**src/rtl/addr_gen_if.sv**
```systemverilog
// Bus bundle for addr_gen: op/config inputs from the master, address/stack status back.
interface addr_gen_if #(
    parameter int unsigned WIDTH = 8,
    parameter int unsigned NSRC  = 2,
    parameter int unsigned DEPTH = 4
);
    localparam int unsigned SW  = (NSRC > 2) ? $clog2(NSRC) : 1;
    localparam int unsigned SPW = $clog2(DEPTH + 1);

    logic                    WEN;
    logic [2:0]              op;
    logic [SW-1:0]           selSrc;
    logic [NSRC*WIDTH-1:0]   SrcIn;
    logic [WIDTH-1:0]        Stride;
    logic [WIDTH-1:0]        Base;
    logic [WIDTH-1:0]        Limit;
    logic [WIDTH-1:0]        dout;
    logic                    wrap;
    logic                    err;
    logic [SPW-1:0]          sp;
    logic                    full;
    logic                    empty;

    modport master (
        output WEN, op, selSrc, SrcIn, Stride, Base, Limit,
        input  dout, wrap, err, sp, full, empty
    );

    modport slave (
        input  WEN, op, selSrc, SrcIn, Stride, Base, Limit,
        output dout, wrap, err, sp, full, empty
    );
endinterface

```
**src/rtl/addr_gen.sv**
```systemverilog
// Windowed address generator: load/inc/dec within [Base, Limit] with wrap,
// plus a small LIFO save stack for the current address.
module addr_gen #(
    parameter int unsigned WIDTH = 8,
    parameter int unsigned NSRC  = 2,
    parameter int unsigned DEPTH = 4
) (
    input  logic        Clk,
    input  logic        Rst,
    addr_gen_if.slave   bus
);
    localparam int unsigned SW  = (NSRC > 2) ? $clog2(NSRC) : 1;
    localparam int unsigned SPW = $clog2(DEPTH + 1);
    localparam int unsigned AW  = (DEPTH > 1) ? $clog2(DEPTH) : 1;

    localparam logic [SW:0]    NSRC_W = (SW + 1)'(NSRC);
    localparam logic [SPW-1:0] SP_ONE = SPW'(1);
    localparam logic [SPW-1:0] SP_MAX = SPW'(DEPTH);

    typedef enum logic [2:0] {
        OP_HOLD  = 3'b000,
        OP_LOAD  = 3'b001,
        OP_INC   = 3'b010,
        OP_DEC   = 3'b011,
        OP_PUSH  = 3'b100,
        OP_POP   = 3'b101,
        OP_CLEAR = 3'b110,
        OP_RSVD  = 3'b111
    } op_e;

    logic [WIDTH-1:0] dout_q, dout_d;
    logic [SPW-1:0]   sp_q,   sp_d;
    logic             wrap_q, wrap_d;
    logic             err_q,  err_d;
    logic             push_c;
    logic             full_c, empty_c;

    logic [WIDTH-1:0] stack_q [DEPTH];
    logic [WIDTH-1:0] src_c   [NSRC];
    logic [WIDTH:0]   sum_c;
    logic [WIDTH:0]   dec_floor_c;
    logic             bad_win_c;

    // Unpack the flat source bus into an indexable array
    always_comb begin
        for (int k = 0; k < NSRC; k++) begin
            src_c[k] = bus.SrcIn[k*WIDTH +: WIDTH];
        end
    end

    assign full_c      = (sp_q == SP_MAX);
    assign empty_c     = (sp_q == '0);
    assign sum_c       = {1'b0, dout_q} + {1'b0, bus.Stride};
    assign dec_floor_c = {1'b0, bus.Base} + {1'b0, bus.Stride};
    assign bad_win_c   = (bus.Base > bus.Limit);

    // Next-state decode; wrap/err default low so they pulse for one cycle
    always_comb begin
        dout_d = dout_q;
        sp_d   = sp_q;
        wrap_d = 1'b0;
        err_d  = 1'b0;
        push_c = 1'b0;
        if (bus.WEN) begin
            case (op_e'(bus.op))
                OP_HOLD: ;
                OP_LOAD: begin
                    if ({1'b0, bus.selSrc} < NSRC_W) begin
                        dout_d = src_c[bus.selSrc];
                    end else begin
                        dout_d = src_c[0];
                        err_d  = 1'b1;
                    end
                end
                OP_INC: begin
                    if (bad_win_c) begin
                        dout_d = bus.Base;
                        err_d  = 1'b1;
                    end else if (sum_c > {1'b0, bus.Limit}) begin
                        dout_d = bus.Base;
                        wrap_d = 1'b1;
                    end else begin
                        dout_d = sum_c[WIDTH-1:0];
                    end
                end
                OP_DEC: begin
                    if (bad_win_c) begin
                        dout_d = bus.Base;
                        err_d  = 1'b1;
                    end else if ({1'b0, dout_q} < dec_floor_c) begin
                        dout_d = bus.Limit;
                        wrap_d = 1'b1;
                    end else begin
                        dout_d = dout_q - bus.Stride;
                    end
                end
                OP_PUSH: begin
                    if (full_c) begin
                        err_d = 1'b1;
                    end else begin
                        push_c = 1'b1;
                        sp_d   = sp_q + SP_ONE;
                    end
                end
                OP_POP: begin
                    if (empty_c) begin
                        err_d = 1'b1;
                    end else begin
                        dout_d = stack_q[AW'(sp_q - SP_ONE)];
                        sp_d   = sp_q - SP_ONE;
                    end
                end
                OP_CLEAR: dout_d = bus.Base;
                default:  err_d  = 1'b1;
            endcase
        end
    end

    always_ff @(posedge Clk) begin
        if (Rst) begin
            dout_q <= '0;
            sp_q   <= '0;
            wrap_q <= 1'b0;
            err_q  <= 1'b0;
        end else begin
            dout_q <= dout_d;
            sp_q   <= sp_d;
            wrap_q <= wrap_d;
            err_q  <= err_d;
        end
    end

    // Stack storage carries no reset; occupancy alone defines what is visible
    always_ff @(posedge Clk) begin
        if (push_c && !Rst) begin
            stack_q[AW'(sp_q)] <= dout_q;
        end
    end

    assign bus.dout  = dout_q;
    assign bus.wrap  = wrap_q;
    assign bus.err   = err_q;
    assign bus.sp    = sp_q;
    assign bus.full  = full_c;
    assign bus.empty = empty_c;
endmodule
```
**src/flat_wrapper.sv**
```systemverilog
// flat-port wrapper written by rule: the top's interface ports become plain ports
module addr_gen_flat 
#(
    parameter int unsigned WIDTH = 8,
    parameter int unsigned NSRC  = 2,
    parameter int unsigned DEPTH = 4
)
  (Clk, Rst, bus_WEN, bus_op, bus_selSrc, bus_SrcIn, bus_Stride, bus_Base, bus_Limit, bus_dout, bus_wrap, bus_err, bus_sp, bus_full, bus_empty);
  addr_gen_if #(.WIDTH(WIDTH), .NSRC(NSRC), .DEPTH(DEPTH)) bus_i ();
  input  logic Clk;
  input  logic Rst;
  input wire logic [$bits(bus_i.WEN)-1:0] bus_WEN;
  input wire logic [$bits(bus_i.op)-1:0] bus_op;
  input wire logic [$bits(bus_i.selSrc)-1:0] bus_selSrc;
  input wire logic [$bits(bus_i.SrcIn)-1:0] bus_SrcIn;
  input wire logic [$bits(bus_i.Stride)-1:0] bus_Stride;
  input wire logic [$bits(bus_i.Base)-1:0] bus_Base;
  input wire logic [$bits(bus_i.Limit)-1:0] bus_Limit;
  output wire logic [$bits(bus_i.dout)-1:0] bus_dout;
  output wire logic [$bits(bus_i.wrap)-1:0] bus_wrap;
  output wire logic [$bits(bus_i.err)-1:0] bus_err;
  output wire logic [$bits(bus_i.sp)-1:0] bus_sp;
  output wire logic [$bits(bus_i.full)-1:0] bus_full;
  output wire logic [$bits(bus_i.empty)-1:0] bus_empty;
  assign bus_i.WEN = bus_WEN;
  assign bus_i.op = bus_op;
  assign bus_i.selSrc = bus_selSrc;
  assign bus_i.SrcIn = bus_SrcIn;
  assign bus_i.Stride = bus_Stride;
  assign bus_i.Base = bus_Base;
  assign bus_i.Limit = bus_Limit;
  assign bus_dout = bus_i.dout;
  assign bus_wrap = bus_i.wrap;
  assign bus_err = bus_i.err;
  assign bus_sp = bus_i.sp;
  assign bus_full = bus_i.full;
  assign bus_empty = bus_i.empty;
  addr_gen #(.WIDTH(WIDTH), .NSRC(NSRC), .DEPTH(DEPTH)) u_core (.Clk(Clk), .Rst(Rst), .bus(bus_i));
endmodule
```
**config.mk**
```make
export PLATFORM = sky130hd
export DESIGN_NAME = addr_gen_flat
export DESIGN_NICKNAME = d
export VERILOG_FILES = /design/src/rtl/addr_gen_if.sv /design/src/rtl/addr_gen.sv /design/src/flat_wrapper.sv
export SDC_FILE = /design/constraint.sdc
export NUM_CORES = 1
export LEC_CHECK = 0
export ABC_AREA = 1
export CORE_UTILIZATION = 45
export DETAILED_ROUTE_END_ITERATION = 10
export MAX_ROUTING_LAYER = met4
export PLACE_DENSITY = 0.71
export SLEW_MARGIN = 30
export SYNTH_ARGS = -nofsm -noshare
export SYNTH_HDL_FRONTEND = slang
export SYNTH_SLANG_ARGS = --single-unit
```
**constraint.sdc**
```tcl
create_clock -name Clk -period 4.9 [get_ports Clk]
set_input_delay 1.225 -clock Clk [delete_from_list [all_inputs] [get_ports Clk]]
set_output_delay 1.225 -clock Clk [all_outputs]
set_load 0.005 [all_outputs]
```
==> metrics.csv, run 1 <==
metric;value;unit
cts.path.max_buffers;2;
worstPathArrival;4720;ps
viasPerCell;5.363;
post_cts_buffers;0;
whs_path_depth;2;
finalSetupViolCount;0;
cp-start-kind;input port;
syn_inst;568;
end_kind;register;
clock.fmax;222.5;MHz
drc_errors;0;
final_nets;726;
min_path_type;register to register;
antenna_found_initial;0;
cts_resized;0;
synth_common_cells;nand2_1, inv_1, nand3_1;
cts.clk_slew.worst_paths;90;ps
n_antenna_cell;0;
grt_pass1_vias;3929;
start_util;46.67;%
maxCapViolations;0;
grt_pass1_wl;19290;um
wire_per_inst;15.74;um
yosysMostFrequentCell;nand2_1;
dp_hpwl;9394;um
finalClockSkew;8.546;ps
grt_setup_unrepaired;no;
cts_max_level;2;
clkSinkCount;45;
grt_max_degree;27;
synth_nets;670;
ys_top_cells_by_area;edfxtp_1, ha_1, nand2_1;
num_rows;35;
io_pins;62;
ys_types;48;
cts_made_buffers;5;
cp_max_fo;10;
crit_required;5130;ps
syn_area_per_cell;7.628;um^2
synth-seq-cells;45;
drive_above_1_share;8.160;%
gr-total-overflow;0;
first_iter_violations;283;
final.min_clock_period;4494;ps
routed_wl;11870;um
track_usage;25.54;%
synth.top_cell.area_share;22.18;%
synthArstFlopShare;0;%
clock_latency;300;ps
gp_congestion;0.9779;
syn_area;0.004333;mm^2
synth_edf_count;32;
crit_path_start;bus_Stride[0];
portBuffers;61;
die_area;0.01003;mm^2
powerDensity;230.7;mW/mm^2
die_x;100.1;um
r2r_cells;23;
area_growth;19.20;%
outcome;finished clean;
p_leak;2.383;nW
r2r_slack;1250;ps
reg2reg_from;u_core.bus.dout[1];
slew_headroom;42.00;%
post-place-ws;161.8;ps
r2r-end;u_core.bus.dout[7];
yosys.area.top_type;edfxtp_1;
hold_violations;0;
timing.final.ws_setup;406.1;ps
placeableCoreArea;0.009284;mm^2
ctsHoldBuffers;0;
crit_path_end;u_core.bus.dout[7];
ys_seq_area_share;28.18;%
synth_ff_type;edfxtp_1;
fin_crit_sh;91.71;%
path_class;input port to register;
synth_warnings;0;
irDropWorstVdd;0.0001725;V
p_total;1.192;mW
slew_violations;0;
cts-root-buf;clkbuf_8;
die_h;100.1;um
fin_tns_setup;0;ps
drtPass1Iterations;5;
n_fill_cell;915;
ant_nets;0;
multiInputGateArea;0.002654;mm^2
cts_tree;yes;
seq_area;0.001221;mm^2
tightest_slew;866.9;ps
vias;4044;
whs;565.8;ps
sequential cells by signal (all words and copies together) (netlist names):
| name | flops |
|---|---|
| u_core.bus.err | 1 |
| u_core.bus.dout | 8 |
| u_core.stack_q | 32 |
| u_core.bus.sp | 3 |
| u_core.bus.wrap | 1 |
kinds of logic after synthesis:
kind of cell	Yosys count	synth area share [%]
XOR/XNOR	16	3.234
AO/OA/AOI/OAI	109	15.88
flip-flops	45	28.18
AND/OR/NAND/NOR	229	25.73
adder cells (fa/ha/maj)	55	16.40
buffers and inverters	114	10.57
cells in the final DEF (no fill, tap or decap), types with 2 or more instances in the layout:
master	instances
a31oi_1	2
xnor2_1	3
buf_4	3
nor3_4	2
clkinv_1	2
nand2_4	3
inv_4	2
nand2_1	112
edfxtp_1	32
nand4_2	2
inv_1	90
nand4_1	14
inv_2	5
a21oi_2	8
fa_1	3
o21a_1	2
a211oi_2	2
nor2_2	2
o21bai_1	2
xor2_1	13
nand3_1	56
ha_1	52
clkdlybuf4s50_1	61
o21ai_0	14
nor2_1	25
clkbuf_8	5
nand2_2	5
nor2_4	2
a21oi_1	53
a221oi_1	9
a211oi_1	6
o31ai_1	2
dfxtp_1	13
o21ai_1	2
cell type report:
| type | instances | share of cell area [%] |
|---|---|---|
| Multi-Input combinational cell | 409 | 51.38 |
| Inverter | 99 | 7.292 |
| Sequential cell | 45 | 23.64 |
| Timing Repair Buffer | 64 | 12.26 |
| Clock inverter | 3 | 0.9690 |
| Clock buffer | 5 | 1.332 |
| Tap cell | 129 | 3.125 |
per-stage QoR:
stage	util, %	cells	area [um^2]
2_1_floorplan	-	568	4333
3_3_place_gp	54.35	746	5046
4_1_cts	55.63	754	5165
6_report	55.63	754	5165
5_1_grt	55.63	754	5165
3_5_place_dp	54.35	746	5046
metal layers:
metal	part of all wire [%]	GRT usage, %	vias to the layer above
met4	2.0	7.135	0
met1	46	33.29	1856
met3	5.7	3.760	21
li1	-	-	2037
met5	0	-	-
met2	46	41.41	130
worst min-delay path by stage:
stage                           from               end
floorplan           u_core.bus.sp[1]  u_core.bus.sp[1]
global placement    u_core.bus.sp[2]  u_core.bus.sp[2]
detailed placement  u_core.bus.sp[2]  u_core.bus.sp[2]
CTS                 u_core.bus.sp[2]  u_core.bus.sp[2]
global route        u_core.bus.sp[2]  u_core.bus.sp[2]
finish              u_core.bus.sp[2]  u_core.bus.sp[2]
worst max-delay path, cell delays in order:
cell             delay, ps
clkdlybuf4s50_1        520
ha_1                   200
inv_1                   70
fa_1                   400
o21ai_1                160
nand2_1                 60
nand2_1                 90
nand2_1                 80
nand2_1                 80
xor2_1                 210
inv_1                   80
ha_1                   300
nand2_1                 70
inv_1                   50
nand2_1                 70
nand2_1                 60
nand2_1                 50
nand2_1                 40
nand2_1                260
nand3_4                170
nand2_1                110
nand3_1                 90
nand3_1                100
nand2_1                 70
a21oi_2                110
report_power, final:
part           leakage, nW  internal, mW  switching, mW
Sequential           0.394         0.416         0.0211
Clock               0.0603         0.156          0.139
Combinational         1.93         0.183          0.276
Total                 2.38         0.756          0.436
Note: power is estimated with default switching activity, not from simulation.
==> run 2, diff against run 1 <==
--- a/config.mk
+++ b/config.mk
@@ -6,10 +6,10 @@
 export NUM_CORES = 1
 export LEC_CHECK = 0
 export ABC_AREA = 1
-export CORE_UTILIZATION = 45
+export CORE_UTILIZATION = 56
 export DETAILED_ROUTE_END_ITERATION = 10
 export MAX_ROUTING_LAYER = met4
-export PLACE_DENSITY = 0.71
+export PLACE_DENSITY = 0.85
 export SLEW_MARGIN = 30
 export SYNTH_ARGS = -nofsm -noshare
 export SYNTH_HDL_FRONTEND = slang
==> run 2 against run 1 <==
  * Clock power shrank 3%
  * Sequential share of layout area grew 0.12 points
  * Clock skew shrank 2.2 ps
  * Critical path depth is the same
  * Non-clock buffer count grew 2
  * Utilization grew 14 points
  * Routed wire length grew 1.3%
  * Final cell count shrank 3.7%
  * Die area shrank 19%
  * Combinational power is essentially flat
==> metrics.csv, run 2 (synthesized netlist as in run 1, its figures left out) <==
metric;value;unit;change
gr-total-overflow;0;;unchanged
grt_setup_unrepaired;no;;unchanged
end_kind;register;;unchanged
routed_wl;12030;um;was 11,870 um
n_antenna_cell;0;;unchanged
drc_errors;0;;unchanged
grt_pass1_wl;19630;um;was 19,290 um
powerDensity;231.0;mW/mm^2;was 230.7 mW/mm^2
path_class;input port to register;;unchanged
clkSinkCount;45;;unchanged
ant_nets;0;;unchanged
seq_area;0.001221;mm^2;unchanged
fin_tns_setup;0;ps;unchanged
multiInputGateArea;0.002654;mm^2;unchanged
fin_crit_sh;91.63;%;was 91.71%
outcome;finished clean;;unchanged
cp-start-kind;input port;;unchanged
first_iter_violations;428;;was 283
wire_per_inst;16.56;um;was 15.74 um
grt_max_degree;27;;unchanged
post-place-ws;216.3;ps;was 161.8 ps
slew_headroom;39.72;%;was 42.00%
drive_above_1_share;8.453;%;was 8.160%
cp_max_fo;10;;unchanged
num_rows;31;;was 35
cts.clk_slew.worst_paths;80;ps;was 90 ps
largest_register_ffs;32;;unchanged
tightest_slew;900.9;ps;was 866.9 ps
irDropWorstVdd;0.0001507;V;was 0.0001725 V
viasPerCell;5.707;;was 5.363
drtPass1Iterations;6;;was 5
timing.final.ws_setup;410.2;ps;was 406.1 ps
finalSetupViolCount;0;;unchanged
antenna_found_initial;0;;unchanged
worstPathArrival;4700;ps;was 4720 ps
cts_resized;0;;unchanged
die_area;0.008093;mm^2;was 0.01003 mm^2
final_nets;728;;was 726
finalClockSkew;6.326;ps;was 8.546 ps
start_util;58.79;%;was 46.67%
hold_violations;0;;unchanged
cts_made_buffers;5;;unchanged
slew_violations;0;;unchanged
placed_cells;718;;was 746
grt_pass1_vias;3904;;was 3,929
cts_max_level;2;;unchanged
cts.path.max_buffers;2;;unchanged
ctsHoldBuffers;0;;unchanged
final_common_cell;nand2_1;;unchanged
placeableCoreArea;0.007370;mm^2;was 0.009284 mm^2
die_h;89.96;um;was 100.1 um
maxCapViolations;0;;unchanged
gp_congestion;0.9528;;was 0.9779
n_fill_cell;602;;was 915
cts-root-buf;clkbuf_8;;unchanged
portBuffers;61;;unchanged
vias;4143;;was 4,044
dp_hpwl;9340;um;was 9394 um
final_cell_mix;nand2_1, inv_1, clkdlybuf4s50_1;;unchanged
post_cts_buffers;0;;unchanged
largest_register;u_core.stack_q;;unchanged
area_growth;18.60;%;was 19.20%
clock.fmax;222.7;MHz;was 222.5 MHz
p_leak;2.387;nW;was 2.383 nW
clock_latency;310;ps;was 300 ps
crit_required;5110;ps;was 5130 ps
whs;572.0;ps;was 565.8 ps
min_path_type;register to register;;unchanged
cts_tree;yes;;unchanged
io_pins;62;;unchanged
final_cells;726;;was 754
final.min_clock_period;4490;ps;was 4494 ps
track_usage;31.54;%;was 25.54%
die_x;89.96;um;was 100.1 um
-- run 2: cell types whose count changed in the layout (fill, tap and decap cells not counted) --
cell,previous run,this run
buf_4,3,5
inv_8,1,0
clkinvlp_4,0,1
-- run 2: stage by stage --
step | util [%] | cell area (um^2) | total power [mW]
floorplan | - | 4333 | 0.7503
global placement | 68.17 | 5024 | 0.8866
detailed placement | 68.17 | 5024 | 0.8974
CTS | 69.73 | 5139 | 1.181
global route | 69.73 | 5139 | 1.259
finish | 69.73 | 5139 | 1.187
-- run 2: area by class of cell --
type                       count  area share [%]
clock buffer                   5           1.339
clock inverter                 3          0.9009
inverter                      99           7.329
multi-input combinational    409           51.64
sequential                    45           23.76
tap                           99           2.411
timing repair buffer          66           12.61
-- run 2: power breakdown --
group	total [mW]	switching, mW	internal (mW)
clock network	0.287	0.135	0.153
logic	0.462	0.277	0.185
registers	0.437	0.0210	0.416
-- run 2: critical path: stages --
cell and delay, ps:
clkdlybuf4s50_1 510, ha_1 180, inv_1 60, fa_1 400
o21ai_1 150, nand2_1 60, nand2_1 80, xor2_1 210
inv_1 80, ha_1 290, nand2_1 90, inv_1 40
nand2_1 60, nand3_1 70, nand2_1 60, nand2_1 40
nand2_1 50, nand2_1 40, nand2_1 260, nand3_4 170
nand2_1 100, nand3_1 90, nand3_1 110, nand2_1 90
a21oi_2 180
-- run 2: worst paths after layout --
kind / depth (start not counted) / slack [ps] / to / start
min: 2 / 570 / u_core.bus.sp[2] / u_core.bus.sp[2]
max reg2reg: 23 / 1190 / u_core.bus.dout[7] / u_core.bus.dout[1]
min reg2reg: 2 / 570 / u_core.bus.sp[2] / u_core.bus.sp[2]
max: 25 / 410 / u_core.bus.dout[7] / bus_Stride[0]
-- run 2: per-layer routing --
layer  vias up  global-route usage [%]  share of wire (%)
li1       2036                       -                  -
met1      1880                   42.33                 43
met2       198                   50.64                 46
met3        29                   4.146                8.0
met4         0                   8.065                2.2
met5         -                       -                  0
